File: config.mk
export PLATFORM = sky130hd
export DESIGN_NAME = data_mem_arbiter
export DESIGN_NICKNAME = d
export VERILOG_FILES = /design/src/rtl/mem_arb_pkg.sv /design/src/rtl/arb_id_fifo.sv /design/src/rtl/data_mem_arbiter.sv
export SDC_FILE = /design/constraint.sdc
export NUM_CORES = 1
export LEC_CHECK = 0
export ABC_CLOCK_PERIOD_IN_PS = 2400
export BUFFER_PORTS_ARGS = -buffer_cell sky130_fd_sc_hd__buf_4
export CORE_AREA = 2 2 124 126
export DETAILED_ROUTE_END_ITERATION = 8
export DIE_AREA = 0 0 126 128
export SETUP_SLACK_MARGIN = 0.4
export SYNTH_ARGS = -nofsm -noshare
export SYNTH_HDL_FRONTEND = slang
export SYNTH_HIERARCHICAL = 1
export SYNTH_SLANG_ARGS = --single-unit
export TNS_END_PERCENT = 30
File: constraint.sdc
create_clock -name clk_i -period 2.4 [get_ports clk_i]
set_clock_uncertainty 0.2 [all_clocks]
set_input_delay 0.48 -clock clk_i [delete_from_list [all_inputs] [get_ports clk_i]]
set_output_delay 0.48 -clock clk_i [all_outputs]
set_load 0.05 [all_outputs]
File: src/rtl/mem_arb_pkg.sv
// ---------------------------------------------------------------------------
// mem_arb_pkg
// Shared types and constants for the data-memory arbiter.
//   mst_id_t   : identifies one of the NUM_MST masters (0 = core LSU, 1 = AES LSU)
//   NUM_MST    : number of masters sharing the memory port
//   obi_req_t  : request-channel payload {addr, we, be, wdata} at the default
//                32-bit bus geometry
//   obi_rsp_t  : response-channel payload {rdata, err} at the default geometry
//   ptr_width  : pointer width for a FIFO of a given depth (never below 1)
// ---------------------------------------------------------------------------
package mem_arb_pkg;

    typedef logic mst_id_t;

    localparam int NUM_MST    = 2;
    localparam int OBI_ADDR_W = 32;
    localparam int OBI_DATA_W = 32;

    typedef struct packed {
        logic [OBI_ADDR_W-1:0]   addr;
        logic                    we;
        logic [OBI_DATA_W/8-1:0] be;
        logic [OBI_DATA_W-1:0]   wdata;
    } obi_req_t;

    typedef struct packed {
        logic [OBI_DATA_W-1:0] rdata;
        logic                  err;
    } obi_rsp_t;

    function automatic int ptr_width(input int depth);
        return (depth > 1) ? $clog2(depth) : 1;
    endfunction

endpackage

File: src/rtl/arb_id_fifo.sv
// ---------------------------------------------------------------------------
// arb_id_fifo
// In-order FIFO of master IDs, one entry per accepted memory request. The
// head entry says which master the next memory response belongs to.
// Ports:
//   clk_i  : clock
//   rst_ni : synchronous active-low reset (clears count and both pointers)
//   push   : write din (ignored when full)
//   pop    : drop the head entry (ignored when empty)
//   din    : master ID to store
//   dout   : master ID at the head (valid when ~empty)
//   full   : DEPTH entries stored
//   empty  : no entries stored
// ---------------------------------------------------------------------------
module arb_id_fifo
    import mem_arb_pkg::*;
#(
    parameter int DEPTH = 2
) (
    input  logic    clk_i,
    input  logic    rst_ni,
    input  logic    push,
    input  logic    pop,
    input  mst_id_t din,
    output mst_id_t dout,
    output logic    full,
    output logic    empty
);

    localparam int PTR_W = ptr_width(DEPTH);
    localparam int CNT_W = $clog2(DEPTH + 1);
    localparam logic [PTR_W-1:0] LAST_PTR = PTR_W'(DEPTH - 1);
    localparam logic [CNT_W-1:0] DEPTH_CNT = CNT_W'(DEPTH);

    mst_id_t          id_mem_reg [DEPTH];
    logic [PTR_W-1:0] rd_ptr_reg, rd_ptr_next;
    logic [PTR_W-1:0] wr_ptr_reg, wr_ptr_next;
    logic [CNT_W-1:0] count_reg, count_next;
    logic             do_push, do_pop;

    assign full    = (count_reg == DEPTH_CNT);
    assign empty   = (count_reg == '0);
    assign do_push = push & ~full;
    assign do_pop  = pop & ~empty;
    assign dout    = id_mem_reg[rd_ptr_reg];

    // Pointers wrap at DEPTH explicitly so non-power-of-two depths work.
    always_comb begin
        rd_ptr_next = rd_ptr_reg;
        wr_ptr_next = wr_ptr_reg;
        count_next  = count_reg;
        if (do_push) begin
            wr_ptr_next = (wr_ptr_reg == LAST_PTR) ? '0 : wr_ptr_reg + 1'b1;
        end
        if (do_pop) begin
            rd_ptr_next = (rd_ptr_reg == LAST_PTR) ? '0 : rd_ptr_reg + 1'b1;
        end
        case ({do_push, do_pop})
            2'b10:   count_next = count_reg + 1'b1;
            2'b01:   count_next = count_reg - 1'b1;
            default: count_next = count_reg;
        endcase
    end

    always_ff @(posedge clk_i) begin
        if (!rst_ni) begin
            rd_ptr_reg <= '0;
            wr_ptr_reg <= '0;
            count_reg  <= '0;
        end else begin
            rd_ptr_reg <= rd_ptr_next;
            wr_ptr_reg <= wr_ptr_next;
            count_reg  <= count_next;
        end
    end

    // Storage carries no reset: entries are only read after being written.
    always_ff @(posedge clk_i) begin
        if (do_push) begin
            id_mem_reg[wr_ptr_reg] <= din;
        end
    end

endmodule

File: src/rtl/data_mem_arbiter.sv
// ---------------------------------------------------------------------------
// data_mem_arbiter
// Shares one OBI-style data-memory port between the core LSU (m0) and the AES
// coprocessor LSU (m1). Round-robin between simultaneous requesters; once a
// request is presented and stalled it is locked until granted, so the
// downstream address/data stay stable. Each accepted request pushes its
// master ID into an in-order FIFO that steers the matching response back.
// Ports:
//   clk_i, rst_ni            : clock, synchronous active-low reset
//   mN_req_i / mN_gnt_o      : master request / same-cycle acceptance
//   mN_addr_i, mN_we_i,
//   mN_be_i, mN_wdata_i      : master request payload
//   mN_rvalid_o, mN_rdata_o,
//   mN_err_o                 : master response (rdata shared by both)
//   mem_req_o / mem_gnt_i    : downstream request handshake
//   mem_addr_o, mem_we_o,
//   mem_be_o, mem_wdata_o    : downstream request payload (from selected master)
//   mem_rvalid_i, mem_rdata_i,
//   mem_err_i                : downstream response
//   unexp_rsp_o              : sticky; a response came with nothing outstanding
// ---------------------------------------------------------------------------
module data_mem_arbiter
    import mem_arb_pkg::*;
#(
    parameter int ADDR_W          = 32,
    parameter int DATA_W          = 32,
    parameter int MAX_OUTSTANDING = 2    // legal range 1..8
) (
    input  logic                clk_i,
    input  logic                rst_ni,

    input  logic                m0_req_i,
    output logic                m0_gnt_o,
    input  logic [ADDR_W-1:0]   m0_addr_i,
    input  logic                m0_we_i,
    input  logic [DATA_W/8-1:0] m0_be_i,
    input  logic [DATA_W-1:0]   m0_wdata_i,
    output logic                m0_rvalid_o,
    output logic [DATA_W-1:0]   m0_rdata_o,
    output logic                m0_err_o,

    input  logic                m1_req_i,
    output logic                m1_gnt_o,
    input  logic [ADDR_W-1:0]   m1_addr_i,
    input  logic                m1_we_i,
    input  logic [DATA_W/8-1:0] m1_be_i,
    input  logic [DATA_W-1:0]   m1_wdata_i,
    output logic                m1_rvalid_o,
    output logic [DATA_W-1:0]   m1_rdata_o,
    output logic                m1_err_o,

    output logic                mem_req_o,
    input  logic                mem_gnt_i,
    output logic [ADDR_W-1:0]   mem_addr_o,
    output logic                mem_we_o,
    output logic [DATA_W/8-1:0] mem_be_o,
    output logic [DATA_W-1:0]   mem_wdata_o,
    input  logic                mem_rvalid_i,
    input  logic [DATA_W-1:0]   mem_rdata_i,
    input  logic                mem_err_i,

    output logic                unexp_rsp_o
);

    localparam int BE_W = DATA_W / 8;

    // Same field order as obi_req_t, sized by this instance's parameters.
    typedef struct packed {
        logic [ADDR_W-1:0] addr;
        logic              we;
        logic [BE_W-1:0]   be;
        logic [DATA_W-1:0] wdata;
    } bus_req_t;

    // ------------------------------------------------------------------
    // State
    // ------------------------------------------------------------------
    mst_id_t prio_reg, prio_next;
    logic    lock_vld_reg, lock_vld_next;
    mst_id_t lock_id_reg, lock_id_next;
    logic    unexp_rsp_reg, unexp_rsp_next;

    // ------------------------------------------------------------------
    // Per-master views
    // ------------------------------------------------------------------
    logic [NUM_MST-1:0] req;
    logic [NUM_MST-1:0] gnt;
    logic [NUM_MST-1:0] rvalid;
    logic [NUM_MST-1:0] err;
    bus_req_t           bus [NUM_MST];

    assign req    = {m1_req_i, m0_req_i};
    assign bus[0] = {m0_addr_i, m0_we_i, m0_be_i, m0_wdata_i};
    assign bus[1] = {m1_addr_i, m1_we_i, m1_be_i, m1_wdata_i};

    // ------------------------------------------------------------------
    // Selection: a stalled request keeps the port; otherwise a lone
    // requester wins, and a tie goes to the round-robin favourite.
    // ------------------------------------------------------------------
    mst_id_t  sel;
    bus_req_t sel_bus;

    always_comb begin
        sel = prio_reg;
        if (lock_vld_reg) begin
            sel = lock_id_reg;
        end else if (req[0] & ~req[1]) begin
            sel = 1'b0;
        end else if (req[1] & ~req[0]) begin
            sel = 1'b1;
        end
    end

    assign sel_bus = bus[sel];

    // ------------------------------------------------------------------
    // Outstanding-ID FIFO
    // ------------------------------------------------------------------
    logic    fifo_full, fifo_empty;
    mst_id_t fifo_head;
    logic    handshake;
    logic    rsp_take;

    // A full FIFO blocks new requests even if a response frees a slot in
    // the same cycle; this keeps mem_req_o independent of mem_rvalid_i.
    assign mem_req_o = (|req) & ~fifo_full;
    assign handshake = mem_req_o & mem_gnt_i;
    assign rsp_take  = mem_rvalid_i & ~fifo_empty;

    arb_id_fifo #(
        .DEPTH (MAX_OUTSTANDING)
    ) u_id_fifo (
        .clk_i  (clk_i),
        .rst_ni (rst_ni),
        .push   (handshake),
        .pop    (rsp_take),
        .din    (sel),
        .dout   (fifo_head),
        .full   (fifo_full),
        .empty  (fifo_empty)
    );

    // ------------------------------------------------------------------
    // Downstream payload
    // ------------------------------------------------------------------
    assign mem_addr_o  = sel_bus.addr;
    assign mem_we_o    = sel_bus.we;
    assign mem_be_o    = sel_bus.be;
    assign mem_wdata_o = sel_bus.wdata;

    // ------------------------------------------------------------------
    // Grant and response steering; both are forced low while in reset.
    // ------------------------------------------------------------------
    generate
        for (genvar gi = 0; gi < NUM_MST; gi++) begin : g_mst
            assign gnt[gi]    = handshake & (sel == mst_id_t'(gi)) & rst_ni;
            assign rvalid[gi] = rsp_take & (fifo_head == mst_id_t'(gi)) & rst_ni;
            assign err[gi]    = rvalid[gi] & mem_err_i;
        end
    endgenerate

    assign m0_gnt_o    = gnt[0];
    assign m1_gnt_o    = gnt[1];
    assign m0_rvalid_o = rvalid[0];
    assign m1_rvalid_o = rvalid[1];
    assign m0_err_o    = err[0];
    assign m1_err_o    = err[1];
    assign m0_rdata_o  = mem_rdata_i;
    assign m1_rdata_o  = mem_rdata_i;
    assign unexp_rsp_o = unexp_rsp_reg;

    // ------------------------------------------------------------------
    // Arbitration state update
    // ------------------------------------------------------------------
    always_comb begin
        prio_next      = prio_reg;
        lock_vld_next  = lock_vld_reg;
        lock_id_next   = lock_id_reg;
        unexp_rsp_next = unexp_rsp_reg | (mem_rvalid_i & fifo_empty);
        if (handshake) begin
            // The master just served yields priority to the other one.
            prio_next     = ~sel;
            lock_vld_next = 1'b0;
        end else if (mem_req_o) begin
            // Stalled: pin the choice so the request stays stable.
            lock_vld_next = 1'b1;
            lock_id_next  = sel;
        end
    end

    always_ff @(posedge clk_i) begin
        if (!rst_ni) begin
            prio_reg      <= 1'b0;
            lock_vld_reg  <= 1'b0;
            lock_id_reg   <= 1'b0;
            unexp_rsp_reg <= 1'b0;
        end else begin
            prio_reg      <= prio_next;
            lock_vld_reg  <= lock_vld_next;
            lock_id_reg   <= lock_id_next;
            unexp_rsp_reg <= unexp_rsp_next;
        end
    end

endmodule

Word level (Yosys, flattened, before mapping)
Memory sizes are Yosys's and may differ from the RTL's. A register that Yosys moved wholly into a read port is not among the register bits. Cells that the tools add are included.

Memories: 1. Register bits: 8. Bits in writable memories: 2. Bits of input ports: 177.

Reductions and logical operators: 5. Add/subtract/negate cells: 4. Mux-type cells: 13. Magnitude comparators: 1. Eq/ne operators: 3. Bitwise gates (word level): 28.

Memory list: u_id_fifo.id_mem_reg (depth 2, width 1, read ports 1, clocked after Yosys merged registers in 1, write ports 1, line arb_id_fifo.sv:35) `mst_id_t id_mem_reg [DEPTH];`.

Operator list (number): $mux 69 (3); $and 1x1->1 (18); $mux 1 (9); $not 1->1 (8); $eq 2x2->1 const B (2); $pmux 2 s2 (1); $reduce_or 2->1 (2); $add 1x1->1 const B (2); $add 2x1->2 const B (1); $eq 2x1->1 const B (1); $ge 2x2->1 const B (1); $logic_not 2->1 (1); $not 1->2 (1); $reduce_and 2->1 (1); $reduce_bool 2->1 (1); $sub 2x1->2 const B (1); $or 1x1->1 (1).

Depth between registers and ports, before layout
Word-level depth: 9. Depth in mapped cells: 8. Gate-level depth less buffers: 8.

By module
The synthesis kept the hierarchy.

Modules (own cells, without submodules): data_mem_arbiter (cells each 175, area each 1890.6 um^2, times used 1, seq. area each 80.1 um^2); arb_id_fifo (cells each 29, area each 307.8 um^2, times used 1, seq. area each 160.2 um^2).

Least setup slack after synthesis
No wires, ideal clock.

Path kind: in2out. From: in mem_rvalid_i. To: out m0_err_o. Arrival: 1916 ps. Data required time: 1720 ps. Path slack: -196 ps. Stages: 4. Cells stage by stage: nor2b_1 -> nand2_1 -> nor2_1 -> and2_1.

Cells in the longest elaborated chain, start to end: 4.

Ends and longest elaborated chain: start: declaration (line data_mem_arbiter.sv:58) `input logic mem_rvalid_i,`; $and 1x1->1 (line data_mem_arbiter.sv:128) `assign rsp_take = mem_rvalid_i & ~fifo_empty;`; $and 1x1->1 (2 in a row) (line data_mem_arbiter.sv:157) `assign rvalid[gi] = rsp_take & (fifo_head == mst_id_t'(gi)) & rst_ni;`; named net m0_rvalid_o (line data_mem_arbiter.sv:38) `output logic m0_rvalid_o,`; $and 1x1->1 (line data_mem_arbiter.sv:158) `assign err[gi] = rvalid[gi] & mem_err_i;`; end: declaration (line data_mem_arbiter.sv:40) `output logic m0_err_o,`.

The timed path passes the listed nets, and every way through them passes these cells.

Final worst setup path
From: in m0_req_i. To: out mem_wdata_o[22].

Cells in the longest elaborated chain, start to end: 9. Elaborated cells between the ends (all ways): 10.

Ends and longest elaborated chain: start: declaration (line data_mem_arbiter.sv:32) `input logic m0_req_i,`; $not 1->1 (line data_mem_arbiter.sv:109) `end else if (req[1] & ~req[0]) begin`; $and 1x1->1 (line data_mem_arbiter.sv:109); $mux 1 (line data_mem_arbiter.sv:109); $mux 1 (*) (line data_mem_arbiter.sv:107) `end else if (req[0] & ~req[1]) begin`; $mux 1 (*) (line data_mem_arbiter.sv:105) `if (lock_vld_reg) begin`; $not 1->2 (implied by the code) (*) (line data_mem_arbiter.sv:114) `assign sel_bus = bus[sel];`; $mux 69 (implied by the code) (*) (3 in a row) (line data_mem_arbiter.sv:114); end: declaration (line data_mem_arbiter.sv:57) `output logic [DATA_W-1:0] mem_wdata_o,`.

Every way passes the cells marked *; elsewhere a longest branch is shown, timed or not. The select of a mux whose other input is x is not followed.

==> summary.txt <==
status -> finished with violations
failing checks -> setup timing
placed insts -> 547
final WL -> 11.1 mm
Fin Hold WS -> 292 ps
via count -> 2179
Layout area overhead -> 94.9%
CTS Hold Bufs -> 0
clock buffer count from CTS -> 3
routability congestion estimate -> 1.03
CP top delay family -> compound AO/OA/AOI/OAI gates
endpoints failing setup -> 71
GRT Overall Usage -> 11.0%
drc violations -> 0
detailed router's first-iteration violation count -> 86
Syn Nets -> 382
die area -> 16100 um2
final worst path period share -> 106%
top cell type's share of synthesized area -> 46.4%
final non-filler cell total -> 563
crit path kind -> in2out
Post-synth top cells -> mux2_4, buf_4, nor2_1
FF+latch count, synth -> 11
most frequent cell after synthesis -> mux2_4
H-tree levels -> 1
worst min-delay path category -> reg2reg
slew margin rel. -> 77.7%
Max-Cap Viols -> 0
first-pass GRT wire length -> 13.6 mm
number of I/O port buffers -> 221
Final #Nets -> 554
Overflow after GRT -> 0
PwrDens -> 589 nW/um2
post-DR vias/cell -> 3.87
Antenna Nets Post-Route -> 0
Power Total -> 2.52 mW
total leakage power -> 2.23 nW
initial antenna violation count -> 0
largest cells by area after synthesis -> mux2_4, buf_4, dfxtp_1, buf_12, edfxtp_1
Clock Latency Late Sink -> 240 ps
startpoint types -> input port
dominant synthesized flop cell -> dfxtp_1
chip height -> 128 um
fin crit period -> 2540 ps
core area -> 14900 um2
share of cells above drive strength 1 -> 90.7%
clock sinks -> 11
worst path required time -> 1720 ps
Std-Cell Rows -> 45
Hold Vio Cnt, Final -> 0
Fillers -> 1517
WL/cell -> 19.8 um
Synth Cell Area -> 2200 um2
clock tree root driver cell -> clkbuf_16
unrepaired setup endpoints after global routing -> yes
Slew Limit Fails -> 0
Max Clock Freq -> 394 MHz
Synth Area per Inst -> 10.8 um2
DIE WIDTH -> 126 um
largest net degree at the start of global routing -> 51
reg-to-reg setup timing slack -> 370 ps
Max VDD drop -> 372 uV
Ys Warns -> 6
final setup margin -> -137 ps
largest driver fanout on the critical path -> 7
CTS clock-pin slew for the worst setup and hold paths -> 40 ps
Slowest-stage cell, CP -> o31a_4
drt first pass iters -> 4
delay of the slowest critical-path stage -> 440 ps
sequential area share after synthesis -> 10.9%
CTS tree -> done
Post-synth EDFFs -> 2
ordered cell list for the critical path -> buf_8 -> inv_8 -> a21oi_4 -> o31a_4 -> buf_16 -> mux2_4 -> buf_6
Least-Margin Pin Slew -> 334 ps
Max Root-Sink Buffers -> 2
Mapped Cells -> 204
FFs w/ async S/R, synth -> 0%
Top Ports -> 318
CP arrival -> 1860 ps
diode count -> 0
post-synth top area cell -> mux2_4
DP HPWL -> 8.26 mm
crit path capture type -> output pin
Starting Density -> 14.8%
Yosys cell types -> 27
vias in the first global route -> 2232
critical path buffer and inverter count -> 4
[repair_timing]
action                                  in CTS  in global routing
setup buffers                                0                  3
cloned                                       0                  9
endpoints found under the setup margin      76                 75
resized for setup                           68                 49
pin swaps                                    8                 11
[logic make-up (layout without fill, tap and decap cells)]
logic type | count (synthesis) | count (layout) | share of synthesized area (%)
adder cells (fa/ha/maj) | 1 | 1 | 0.569
AO/OA/AOI/OAI | 11 | 12 | 3.07
flip-flops | 11 | 11 | 10.9
AND/OR/NAND/NOR | 31 | 31 | 7.17
XOR/XNOR | 3 | 3 | 1.20
multiplexers | 70 | 70 | 47.5
buffers and inverters | 77 | 247 | 29.6
[worst register-to-register path: stages (launching register included)]
cell and delay [ps]:
dfxtp_2 320, nand2b_4 140, inv_2 70, nor3b_4 340
nand2_2 110, ha_4 180, xnor2_2 120, or3_1 340
a21boi_1 130
[per-stage QoR]
| stage | setup slack, ps | setup TNS, ps | utilization [%] | area [um2] |
|---|---|---|---|---|
| floorplan | 217 | 0 | - | 2240 |
| global placement | -181 | -8980 | 23.9 | 3560 |
| detailed placement | -175 | -9060 | 23.9 | 3560 |
| CTS | -175 | -7880 | 26.2 | 3890 |
| global route | -167 | -8760 | 28.8 | 4290 |
| finish | -137 | -5900 | 28.8 | 4290 |
[layout by cell type (no fill, tap or decap), types with 4 or more instances in the layout]
cell       synthesis  routed
buf_8              0       7
buf_6              1      72
nor2_4             0       6
clkbuf_16          0       8
dfxtp_1            9       4
mux2_4            68      70
nand2_2            0       4
dfxtp_2            0       4
buf_4             64     151
nor2_1            10       4
[area by class of cell]
cell class | count | area, um2 | share of cell area, %
Inverter | 5 | 26.3 | 0.613
Tap cell | 188 | 235 | 5.49
Sequential cell | 11 | 249 | 5.81
Clock buffer | 4 | 78.8 | 1.84
Multi-Input combinational cell | 117 | 1450 | 33.9
Timing Repair Buffer | 238 | 2240 | 52.3
[path summary, 6_finish.rpt]
check,from,endpoint,depth (start not counted)
worst max-delay path,m0_req_i,mem_wdata_o[22],7
worst max register to register,u_id_fifo/count_reg[0]$_SDFFE_PN0P_,u_id_fifo/count_reg[1]$_SDFFE_PN0P_,8
worst min register to register,unexp_rsp_o$_SDFF_PN0_,unexp_rsp_o$_SDFF_PN0_,2
worst min-delay path,unexp_rsp_o$_SDFF_PN0_,unexp_rsp_o$_SDFF_PN0_,2
[layer usage]
layer  routed length (um)  GRT usage (%)  up-vias
met1                 4360           13.0     1002
li1                     -              -      983
met5                   50           2.17        -
met3                 1210           4.42       12
met2                 5220           18.2      180
met4                  310           2.91        2
[power by group]
part / leakage (nW) / internal, mW / switching, mW
clock network: 0.0382 / 0.223 / 0.0817
logic: 2.09 / 0.914 / 1.05
registers: 0.0952 / 0.226 / 0.0291
total: 2.23 / 1.36 / 1.16
(Power assumes the default switching activity.)
